$ cat src/rtl/debounce_ctrl.sv
// debounce_ctrl: multi-channel push-button debouncer driven by one shared
// slow sample tick. The long-press detector is built only when the macro
// LONG_PRESS_EN is defined; otherwise btn_long is tied low.

// One channel: 2-flop synchronizer, debounce FSM and registered pulses.
module debounce_lane #(
    parameter int STABLE_CNT = 3
`ifdef LONG_PRESS_EN
    , parameter int LONG_TICKS = 64
`endif
) (
    input  logic clk,
    input  logic clr,
    input  logic tick,
    input  logic raw,
    output logic level,
    output logic press,
    output logic press_nxt,
    output logic rls,
    output logic lng
);
    typedef enum logic [1:0] {IDLE, PRESS_WAIT, PRESSED, RELEASE_WAIT} state_t;

    localparam logic [3:0] STABLE = 4'(STABLE_CNT);

    logic [1:0] sync;
    logic       s;
    state_t     st, st_n;
    logic [3:0] cnt, cnt_n;
    logic       lvl_n, rls_nxt;

    assign s = sync[1];

    // Two-stage synchronizer for the asynchronous button input.
    always_ff @(posedge clk) begin
        if (clr) sync <= '0;
        else     sync <= {sync[0], raw};
    end

    // FSM state, stable count, debounced level and edge pulses.
    always_ff @(posedge clk) begin
        if (clr) begin
            st    <= IDLE;
            cnt   <= '0;
            level <= 1'b0;
            press <= 1'b0;
            rls   <= 1'b0;
        end else begin
            st    <= st_n;
            cnt   <= cnt_n;
            level <= lvl_n;
            press <= press_nxt;
            rls   <= rls_nxt;
        end
    end

    // Next state: only moves on tick cycles, otherwise holds state and count.
    always_comb begin
        st_n      = st;
        cnt_n     = cnt;
        lvl_n     = level;
        press_nxt = 1'b0;
        rls_nxt   = 1'b0;
        if (tick) begin
            case (st)
                IDLE: if (s) begin
                    st_n  = PRESS_WAIT;
                    cnt_n = 4'd1;
                end
                PRESS_WAIT: begin
                    if (!s) begin
                        st_n  = IDLE;
                        cnt_n = '0;
                    end else if (cnt + 4'd1 == STABLE) begin
                        st_n      = PRESSED;
                        cnt_n     = '0;
                        lvl_n     = 1'b1;
                        press_nxt = 1'b1;
                    end else begin
                        cnt_n = cnt + 4'd1;
                    end
                end
                PRESSED: if (!s) begin
                    st_n  = RELEASE_WAIT;
                    cnt_n = 4'd1;
                end
                RELEASE_WAIT: begin
                    if (s) begin
                        st_n  = PRESSED;
                        cnt_n = '0;
                    end else if (cnt + 4'd1 == STABLE) begin
                        st_n    = IDLE;
                        cnt_n   = '0;
                        lvl_n   = 1'b0;
                        rls_nxt = 1'b1;
                    end else begin
                        cnt_n = cnt + 4'd1;
                    end
                end
                default: begin
                    st_n  = IDLE;
                    cnt_n = '0;
                end
            endcase
        end
    end

`ifdef LONG_PRESS_EN
    localparam logic [7:0] LONG_T = 8'(LONG_TICKS);

    logic [7:0] hold;
    logic       held, lng_nxt;

    assign held    = (st == PRESSED) || (st == RELEASE_WAIT);
    assign lng_nxt = tick && held && (hold != LONG_T) && (hold + 8'd1 == LONG_T);

    // Hold counter: restarts on a fresh press (a release bounce back into
    // PRESSED continues the same press), saturates so the pulse fires once.
    always_ff @(posedge clk) begin
        if (clr) begin
            hold <= '0;
            lng  <= 1'b0;
        end else begin
            lng <= lng_nxt;
            if (tick && st == PRESS_WAIT && st_n == PRESSED)
                hold <= '0;
            else if (tick && held && hold != LONG_T)
                hold <= hold + 8'd1;
        end
    end
`else
    assign lng = 1'b0;
`endif
endmodule

// Top: shared divider/tick, lane array and press priority encoder.
module debounce_ctrl #(
    parameter int N_BTN      = 5,
    parameter int TICK_BITS  = 19,
    parameter int STABLE_CNT = 3,
    parameter int LONG_TICKS = 64
) (
    input  logic             clk,
    input  logic             clr,
    input  logic [N_BTN-1:0] btn_in,
    output logic [N_BTN-1:0] btn_level,
    output logic [N_BTN-1:0] btn_press,
    output logic [N_BTN-1:0] btn_release,
    output logic [N_BTN-1:0] btn_long,
    output logic             press_valid,
    output logic [3:0]       press_code,
    output logic             tick
);
    logic [TICK_BITS-1:0] div;
    logic [N_BTN-1:0]     press_nxt;
    logic [3:0]           code_n;

    // Free-running divider; tick is registered so it lands one cycle after all-ones.
    always_ff @(posedge clk) begin
        if (clr) begin
            div  <= '0;
            tick <= 1'b0;
        end else begin
            div  <= div + TICK_BITS'(1);
            tick <= &div;
        end
    end

    for (genvar g = 0; g < N_BTN; g++) begin : g_lane
        debounce_lane #(
            .STABLE_CNT (STABLE_CNT)
`ifdef LONG_PRESS_EN
            , .LONG_TICKS (LONG_TICKS)
`endif
        ) u_lane (
            .clk       (clk),
            .clr       (clr),
            .tick      (tick),
            .raw       (btn_in[g]),
            .level     (btn_level[g]),
            .press     (btn_press[g]),
            .press_nxt (press_nxt[g]),
            .rls       (btn_release[g]),
            .lng       (btn_long[g])
        );
    end

    // Lowest-numbered pressing channel wins; 0 when nothing is pressed.
    always_comb begin
        code_n = '0;
        for (int i = N_BTN - 1; i >= 0; i--)
            if (press_nxt[i]) code_n = 4'(i);
    end

    // Register the press summary alongside the per-channel press pulses.
    always_ff @(posedge clk) begin
        if (clr) begin
            press_valid <= 1'b0;
            press_code  <= '0;
        end else begin
            press_valid <= |press_nxt;
            press_code  <= code_n;
        end
    end
endmodule

$ cat config.mk
export PLATFORM = sky130hd
export DESIGN_NAME = debounce_ctrl
export DESIGN_NICKNAME = d
export VERILOG_FILES = /design/src/rtl/debounce_ctrl.sv
export SDC_FILE = /design/constraint.sdc
export NUM_CORES = 1
export LEC_CHECK = 0
export ABC_AREA = 0
export CELL_PAD_IN_SITES_DETAIL_PLACEMENT = 1
export CELL_PAD_IN_SITES_GLOBAL_PLACEMENT = 1
export CORE_MARGIN = 8
export CORE_UTILIZATION = 47
export DETAILED_ROUTE_END_ITERATION = 8
export GPL_ROUTABILITY_DRIVEN = 0
export PLACE_DENSITY_LB_ADDON = 0.05
export SYNTH_ARGS = -nofsm -noshare
export SYNTH_HDL_FRONTEND = slang
export SYNTH_SLANG_ARGS = --single-unit
$ cat constraint.sdc
create_clock -name clk -period 2.5 [get_ports clk]
set_input_delay 0.375 -clock clk [delete_from_list [all_inputs] [get_ports clk]]
set_output_delay 0.375 -clock clk [all_outputs]
set_load 0.005 [all_outputs]
==> results of run 1 <==
-- worst paths after layout --
check / to / slack, ns / depth (start not counted)
worst max-delay path: tick / 0.34 / 1
worst min-delay path: g_lane[0].u_lane.sync[1]$_SDFF_PP0_ / 0.44 / 1
worst max register to register: press_code[2]$_SDFF_PP0_ / 0.48 / 6
worst min register to register: g_lane[0].u_lane.sync[1]$_SDFF_PP0_ / 0.44 / 1
-- metrics by stage --
step / hold slack, ns / utilization [%] / setup WS [ns] / instance area, µm² / cells
after CTS: 0.443 / 54.1 / 0.327 / 4200 / 546
final: 0.440 / 54.1 / 0.336 / 4200 / 546
after detailed placement: 0.425 / 51.2 / 0.554 / 3980 / 530
after global routing: 0.472 / 54.1 / 0.243 / 4200 / 546
after floorplan: 0.414 / - / 0.837 / 3790 / 434
after global placement: 0.419 / 51.2 / 0.694 / 3980 / 530
-- registers in the layout, summed over array words and instances, names as in the netlist, 3 cells and up, named ones only --
signal,cells
g_lane.u_lane.cnt,20
g_lane.u_lane.rls,5
press_code,3
g_lane.u_lane.sync,10
div,19
g_lane.u_lane.st,5
g_lane.u_lane.press,5
g_lane.u_lane.level,5
-- layer usage --
metal  track usage [%]  part of all wire (%)  up-vias
li1                  -                     -     1503
met1              18.2                    47     1470
met2              25.1                    48       37
met3              3.23                   3.0       10
met4              6.63                   2.0        0
met5                 0                     0        -
-- kinds of logic (layout without fill, tap and decap cells) --
kind of cell / Yosys count / in the layout / share of synthesized area, %
buf+inv: 53 / 63 / 7.70
xor+xnor: 21 / 21 / 4.88
other cells: 1 / 6 / 0.0995
fa+ha+maj: 11 / 11 / 3.65
compound gates: 78 / 78 / 14.1
flops: 79 / 79 / 42.0
mux: 9 / 9 / 2.39
simple gates: 177 / 177 / 25.3
-- power groups by stage --
stage | Clock (µW) | Sequential, µW | Combinational (µW)
2_1_floorplan | 0 | 1310 | 59.6
3_3_place_gp | 0 | 1320 | 74.0
3_5_place_dp | 0 | 1320 | 76.1
4_1_cts | 1080 | 1290 | 76.3
5_1_grt | 1130 | 1290 | 85.2
6_report | 1050 | 1290 | 75.2
-- Yosys cell counts, types with 4 or more instances --
cell,number
nand2_1,37
nor4_1,5
a21oi_1,14
inv_1,16
nor2b_1,15
nand4_1,11
xnor2_1,6
nand3_1,26
dfxtp_1,79
a31oi_1,5
clkbuf_1,8
buf_4,21
and3_1,5
a32oi_1,11
o21ai_0,23
nand2b_1,6
ha_1,11
xor2_1,15
mux2i_1,9
a211oi_1,4
nor3_1,5
nor2_1,44
buf_2,4
-- layout make-up --
class	count	area share (%)
clock buffer	13	3.78
clock inverter	3	1.55
inverter	16	1.43
multi-input combinational	302	45.6
sequential	79	37.6
tap	102	3.04
timing repair buffer	31	6.97
==> flow_metrics.env, run 1 <==
export IMPL_number_of_h_tree_levels=3
export IMPL_synthToLayoutAreaGrowth_pct=11.5
export IMPL_firstDrtPassIters=4
export IMPL_worst_setup_path_end_kind="output pin"
export IMPL_detail_route_iter0_violations=65
export IMPL_reg2reg_from="g_lane[4].u_lane.cnt[0]$_SDFFE_PP0P_"
export IMPL_synth_cell_type_count=58
export IMPL_clk_path_buf_depth=2
export IMPL_grt_util_overall_pct=15.0
export IMPL_max_slew_worst_pin_slew_ns=0.737
export IMPL_cts_sinks=79
export IMPL_synth_main_ff_cell="dfxtp_1"
export IMPL_worst_supply_voltage_drop_on_vdd_mv=0.300
export IMPL_post_synth_top_area_share_pct=42.0
export IMPL_area_sequential_um2=1580
export IMPL_timing_critical_path_required_ns=2.12
export IMPL_cp_slowest_cell="dfxtp_1"
export IMPL_nNetsFinal=457
export IMPL_crit_buf_inv=1
export IMPL_synth_seq_cells=79
export IMPL_min_from="g_lane[0].u_lane.sync[0]$_SDFF_PP0_"
export IMPL_setup_violations_final=0
export IMPL_final_common_cell="dfxtp_1"
export IMPL_placement_rows=32
export IMPL_power_net_switching_uw=490
export IMPL_startpoint="tick$_SDFF_PP0_"
export IMPL_hpwl_mm=5.77
export IMPL_fillerInstances=927
export IMPL_clkSlewWorstSetupHoldPaths_ns=0.08
export IMPL_timing_setup_critical_path_class="reg -> out"
export IMPL_rsz_0062_raised_after_global_routing="false"
export IMPL_synth_seq_area_share_pct=42.0
export IMPL_antenna_left=0
export IMPL_syn_mean_instance_area_um2=8.79
export IMPL_fmaxAchievable_mhz=462
export IMPL_clock_skew_final_ns=0.00964
export IMPL_relSlewSlack_pct=50.8
export IMPL_multi_input_area_um2=1920
export IMPL_fin_total_pwr_uw=2420
export IMPL_floorplan_initialDensity_pct=48.5
export IMPL_design_die_area_um2=11100
export IMPL_fin_crit_ns=2.16
export IMPL_antenna_cell_count=0
export IMPL_globalRouteOverflowTotal=0
export IMPL_pwr_density_cell_nw_per_um2=575
export IMPL_power_leakage_uw=0.00148
export IMPL_maximum_fanout_encountered_on_the_critical_timing_path=20
export IMPL_io_pin_count=33
export IMPL_maxCapViolations=0
export IMPL_netSwitchingFraction_pct=20.3
export IMPL_power_internal_uw=1930
export IMPL_detail_route_wl_per_cell_um=14.9
export IMPL_drt_drc_violations_left=0
export IMPL_floorplan_die_width_um=106
export IMPL_top_cell_type_by_total_area_after_synthesis="dfxtp_1"
export IMPL_finalCritPeriodShare_pct=86.6
export IMPL_portBuffers=26
export IMPL_run_status="finished, final reports clean"
export IMPL_floorplan_core_area_um2=7770
export IMPL_maximum_number_of_pins_on_one_net_before_global_route_repair=30
export IMPL_synth_enable_flop_cells=0
export IMPL_hold_class="reg -> reg"
export IMPL_power_share_clock_pct=43.5
export IMPL_cts_post_setup_buffers_inserted=0
export IMPL_grt_first_pass_wirelength_mm=14.1
export IMPL_tritoncts="done"
export IMPL_worstSkewPairLatency_ns=0.34
export IMPL_cts_hold_repair_buffers=0
export IMPL_report_final_slew_viol_count=0
export IMPL_post_synth_main_area_contributors="dfxtp_1 42%, nor2_1 4.4%, buf_4 4.2%"
export IMPL_layout_cells_most_common_list="79 x dfxtp_1, 44 x nor2_1, 37 x nand2_1, 26 x nand3_1, 25 x clkdlybuf4s50_1"
export IMPL_wire_length_reported_by_the_detailed_router_mm=8.12
export IMPL_synth_area_um2=3770
export IMPL_yosys_warnings=0
export IMPL_vias=3020
export IMPL_die_height_um=106
export IMPL_layout_drive_gt1_share_pct=6.98
export IMPL_cts_made_buffers=9
export IMPL_netlist_instances=429
export IMPL_cts_root_buf="clkbuf_8"
export IMPL_hold_viol=0
export IMPL_postSynth_asyncResetShare_pct=0
export IMPL_post_cts_resized=0
export IMPL_setup_worst_path_start_class="flop"
export IMPL_critPathArrivalTime_ns=1.79
export IMPL_totalNegativeSetupSlack_ns=0
export IMPL_grt_pass1_vias=3085
export IMPL_seqPwrFrac_pct=53.4
export IMPL_grt_antenna_before_repair=0
export IMPL_combPwrFrac_pct=3.1
export IMPL_vias_per_cell=5.53
export IMPL_critical_path_max_stage_delay_ns=0.80
export IMPL_cp_cell_sequence="clkdlybuf4s50_1"
export IMPL_critical_path_top_delay_family="flip-flops"
Note: power is estimated with default switching activity, not from simulation.
==> inputs of run 2 (changes only) <==
--- a/config.mk
+++ b/config.mk
@@ -15,4 +15,5 @@
 export PLACE_DENSITY_LB_ADDON = 0.05
 export SYNTH_ARGS = -nofsm -noshare
 export SYNTH_HDL_FRONTEND = slang
+export SYNTH_HIERARCHICAL = 1
 export SYNTH_SLANG_ARGS = --single-unit
==> run 2 against run 1 <==
  * Synthesized cell count down 5.6%
  * Setup slack better by 0.20 ns
  * Utilization up 1.1 points
  * Final area up 0.95%
  * Sequential power about the same
  * Combinational power down 14%
  * Register-to-register slack better by 0.19 ns
  * Critical path type unchanged
  * Clock power down 5%
  * Power down 3.1%
  * Critical path depth up 1
  * Hold slack worse by 0.11 ns
  * Die area down 1.3%
==> flow_metrics.env, run 2 <==
export IMPL_synth_seq_cells=79
export IMPL_setup_violations_final=0
export IMPL_yosys_warnings=6
export IMPL_worst_r2r_path_depth=8
export IMPL_grt_util_overall_pct=16.1
export IMPL_cts_sinks=79
export IMPL_met2RoutedLength_mm=4.46
export IMPL_totalNegativeSetupSlack_ns=0
export IMPL_clkSlewWorstSetupHoldPaths_ns=0.08
export IMPL_final_cells=530
export IMPL_cp_cell_sequence="buf_4, clkdlybuf4s50_1"
export IMPL_fmaxAchievable_mhz=510
export IMPL_worst_supply_voltage_drop_on_vdd_mv=0.300
export IMPL_portBuffers=26
export IMPL_floorplan_initialDensity_pct=48.3
export IMPL_cts_made_buffers=9
export IMPL_numPlacedInstances=516
export IMPL_clock_skew_final_ns=0.00619
export IMPL_cp_slowest_cell="clkdlybuf4s50_1"
export IMPL_hold_class="in -> reg"
export IMPL_post_cts_resized=0
export IMPL_post_synth_main_area_contributors="dfxtp_1 43%, ha_1 3.7%, nor2_1 3.1%"
export IMPL_antenna_left=0
export IMPL_io_pin_count=33
export IMPL_placement_rows=32
export IMPL_layout_cells_most_common_list="79 x dfxtp_1, 31 x nor2_1, 25 x clkdlybuf4s50_1, 22 x nand3_1"
export IMPL_grt_pass1_vias=3238
export IMPL_fin_crit_ns=1.96
export IMPL_cts_post_setup_buffers_inserted=0
export IMPL_highest_layer="met4"
export IMPL_maximum_fanout_encountered_on_the_critical_timing_path=29
export IMPL_worstSkewPairLatency_ns=0.35
export IMPL_tritoncts="done"
export IMPL_hold_viol=0
export IMPL_grt_antenna_before_repair=0
export IMPL_wl_met3_um=172
export IMPL_nNetsFinal=443
export IMPL_largest_register_ff_count=20
export IMPL_post_synth_top_area_share_pct=42.6
export IMPL_vias_per_cell=5.71
export IMPL_timing_setup_critical_path_class="reg -> out"
export IMPL_synth_main_ff_cell="dfxtp_1"
export IMPL_setup_reg_to_reg_worst_slack_ns=0.67
export IMPL_clk_path_buf_depth=2
export IMPL_synthToLayoutAreaGrowth_pct=14.3
export IMPL_wire_length_reported_by_the_detailed_router_mm=8.50
export IMPL_synth_enable_flop_cells=0
export IMPL_synth_cell_type_count=39
export IMPL_drt_drc_violations_left=0
export IMPL_timing_critical_path_required_ns=2.12
export IMPL_critical_path_max_stage_delay_ns=0.59
export IMPL_report_final_slew_viol_count=0
export IMPL_floorplan_core_area_um2=7690
export IMPL_post_synth_top_count_cell="dfxtp_1"
export IMPL_whs_path_depth=2
export IMPL_rsz_0062_raised_after_global_routing="false"
export IMPL_reg2reg_from="g_lane[2].u_lane/cnt[0]$_SDFFE_PP0P_"
export IMPL_syn_mean_instance_area_um2=9.16
export IMPL_worst_setup_path_end_kind="output pin"
export IMPL_worstSetupPathDepth=2
export IMPL_detail_route_iter0_violations=55
export IMPL_startpoint="tick$_SDFF_PP0_"
export IMPL_postSynth_asyncResetShare_pct=0
export IMPL_antenna_cell_count=0
export IMPL_firstDrtPassIters=4
export IMPL_hpwl_mm=6.11
export IMPL_top_cell_type_by_total_area_after_synthesis="dfxtp_1"
export IMPL_pwr_density_cell_nw_per_um2=552
export IMPL_final_common_cell="dfxtp_1"
export IMPL_maxCapViolations=0
export IMPL_crit_buf_inv=2
export IMPL_fillerInstances=907
export IMPL_power_leakage_uw=0.00143
export IMPL_post_syn_nets=423
export IMPL_setup_worst_path_end="tick"
export IMPL_finalHoldWorstSlack_ns=0.334
export IMPL_globalRouteOverflowTotal=0
export IMPL_number_of_h_tree_levels=3
export IMPL_floorplan_die_width_um=105
export IMPL_die_height_um=105
export IMPL_top_register="g_lane.u_lane/cnt"
export IMPL_design_die_area_um2=11000
export IMPL_synth_seq_area_share_pct=42.6
export IMPL_run_status="finished, final reports clean"
export IMPL_critical_path_top_delay_family="buffers and inverters"
export IMPL_crit_reg2reg_capture="press_code[2]$_SDFF_PP0_"
export IMPL_netlist_top_cells_count="79 x dfxtp_1, 31 x nor2_1, 22 x nand3_1"
export IMPL_vias=3024
export IMPL_netlist_instances=405
export IMPL_grt_first_pass_wirelength_mm=14.7
export IMPL_route_layer_met1_wl_mm=3.68
export IMPL_layout_drive_gt1_share_pct=9.35
export IMPL_finalCritPeriodShare_pct=78.5
export IMPL_synth_area_um2=3710
export IMPL_critPathArrivalTime_ns=1.59
export IMPL_detail_route_wl_per_cell_um=16.0
export IMPL_cts_hold_repair_buffers=0
export IMPL_cts_root_buf="clkbuf_8"
export IMPL_leading_registers_by_flop_count="g_lane.u_lane/cnt: 20 flops, div: 19 flops, g_lane.u_lane/sync: 10 flops"
export IMPL_maximum_number_of_pins_on_one_net_before_global_route_repair=41
export IMPL_setup_worst_path_start_class="flop"
## run 2: worst min path at each step
stage	start	endpoint	slack (ns)
after detailed placement	g_lane[1].u_lane/sync[0]$_SDFF_PP0_	g_lane[1].u_lane/sync[1]$_SDFF_PP0_	0.43
after global placement	g_lane[1].u_lane/sync[0]$_SDFF_PP0_	g_lane[1].u_lane/sync[1]$_SDFF_PP0_	0.42
after global routing	clr	g_lane[2].u_lane/sync[0]$_SDFF_PP0_	0.36
final	clr	g_lane[2].u_lane/cnt[3]$_SDFFE_PP0P_	0.33
after CTS	clr	g_lane[2].u_lane/cnt[3]$_SDFFE_PP0P_	0.33
after floorplan	g_lane[0].u_lane/sync[0]$_SDFF_PP0_	g_lane[0].u_lane/sync[1]$_SDFF_PP0_	0.41
## run 2: logic make-up (layout without fill, tap and decap cells)
| family | Yosys count | in the layout | share of synthesized area (%) |
|---|---|---|---|
| buf+inv | 37 | 60 | 4.35 |
| other cells | 6 | 6 | 0.607 |
| flops | 79 | 79 | 42.6 |
| fa+ha+maj | 11 | 11 | 3.71 |
| compound gates | 88 | 88 | 18.2 |
| simple gates | 155 | 155 | 23.1 |
| mux | 12 | 12 | 3.44 |
| xor+xnor | 17 | 17 | 4.01 |
## run 2: layer usage
| layer | GRT usage [%] | vias to the layer above |
|---|---|---|
| met2 | 29.6 | 23 |
| met4 | 8.46 | 0 |
| met5 | 0 | - |
| li1 | - | 1508 |
| met1 | 16.9 | 1479 |
| met3 | 3.19 | 14 |
## run 2: where the power goes
part / switching [µW] / total, µW / internal [µW]
Clock: 449 / 999 / 550
Sequential: 7.81 / 1280 / 1270
Combinational: 39.6 / 65.0 / 25.4
Total: 497 / 2340 / 1840
## run 2: area by class of cell
| class | instances | area [µm²] | area share [%] |
|---|---|---|---|
| multi-input combinational | 289 | 1970 | 46.4 |
| sequential | 79 | 1580 | 37.3 |
| timing repair buffer | 32 | 313 | 7.37 |
| clock buffer | 10 | 128 | 3.01 |
| tap | 102 | 128 | 3.01 |
| clock inverter | 4 | 72.6 | 1.71 |
| inverter | 14 | 52.6 | 1.24 |
## run 2: worst register-to-register path: cells and delay by family (launching register included)
family,cells,cell delay (ns)
AND/OR/NAND/NOR,6,0.73
flip-flops,1,0.45
adder cells (fa/ha/maj),1,0.28
AO/OA/AOI/OAI,1,0.27
## run 2: per-stage QoR
step	utilization [%]	power, µW	cell area (µm²)	setup WS [ns]
after floorplan	-	1350	3710	0.969
after global placement	52.6	1370	4040	0.824
after detailed placement	52.6	1370	4040	0.682
after CTS	55.2	2370	4240	0.527
after global routing	55.2	2430	4240	0.423
final	55.2	2340	4240	0.538
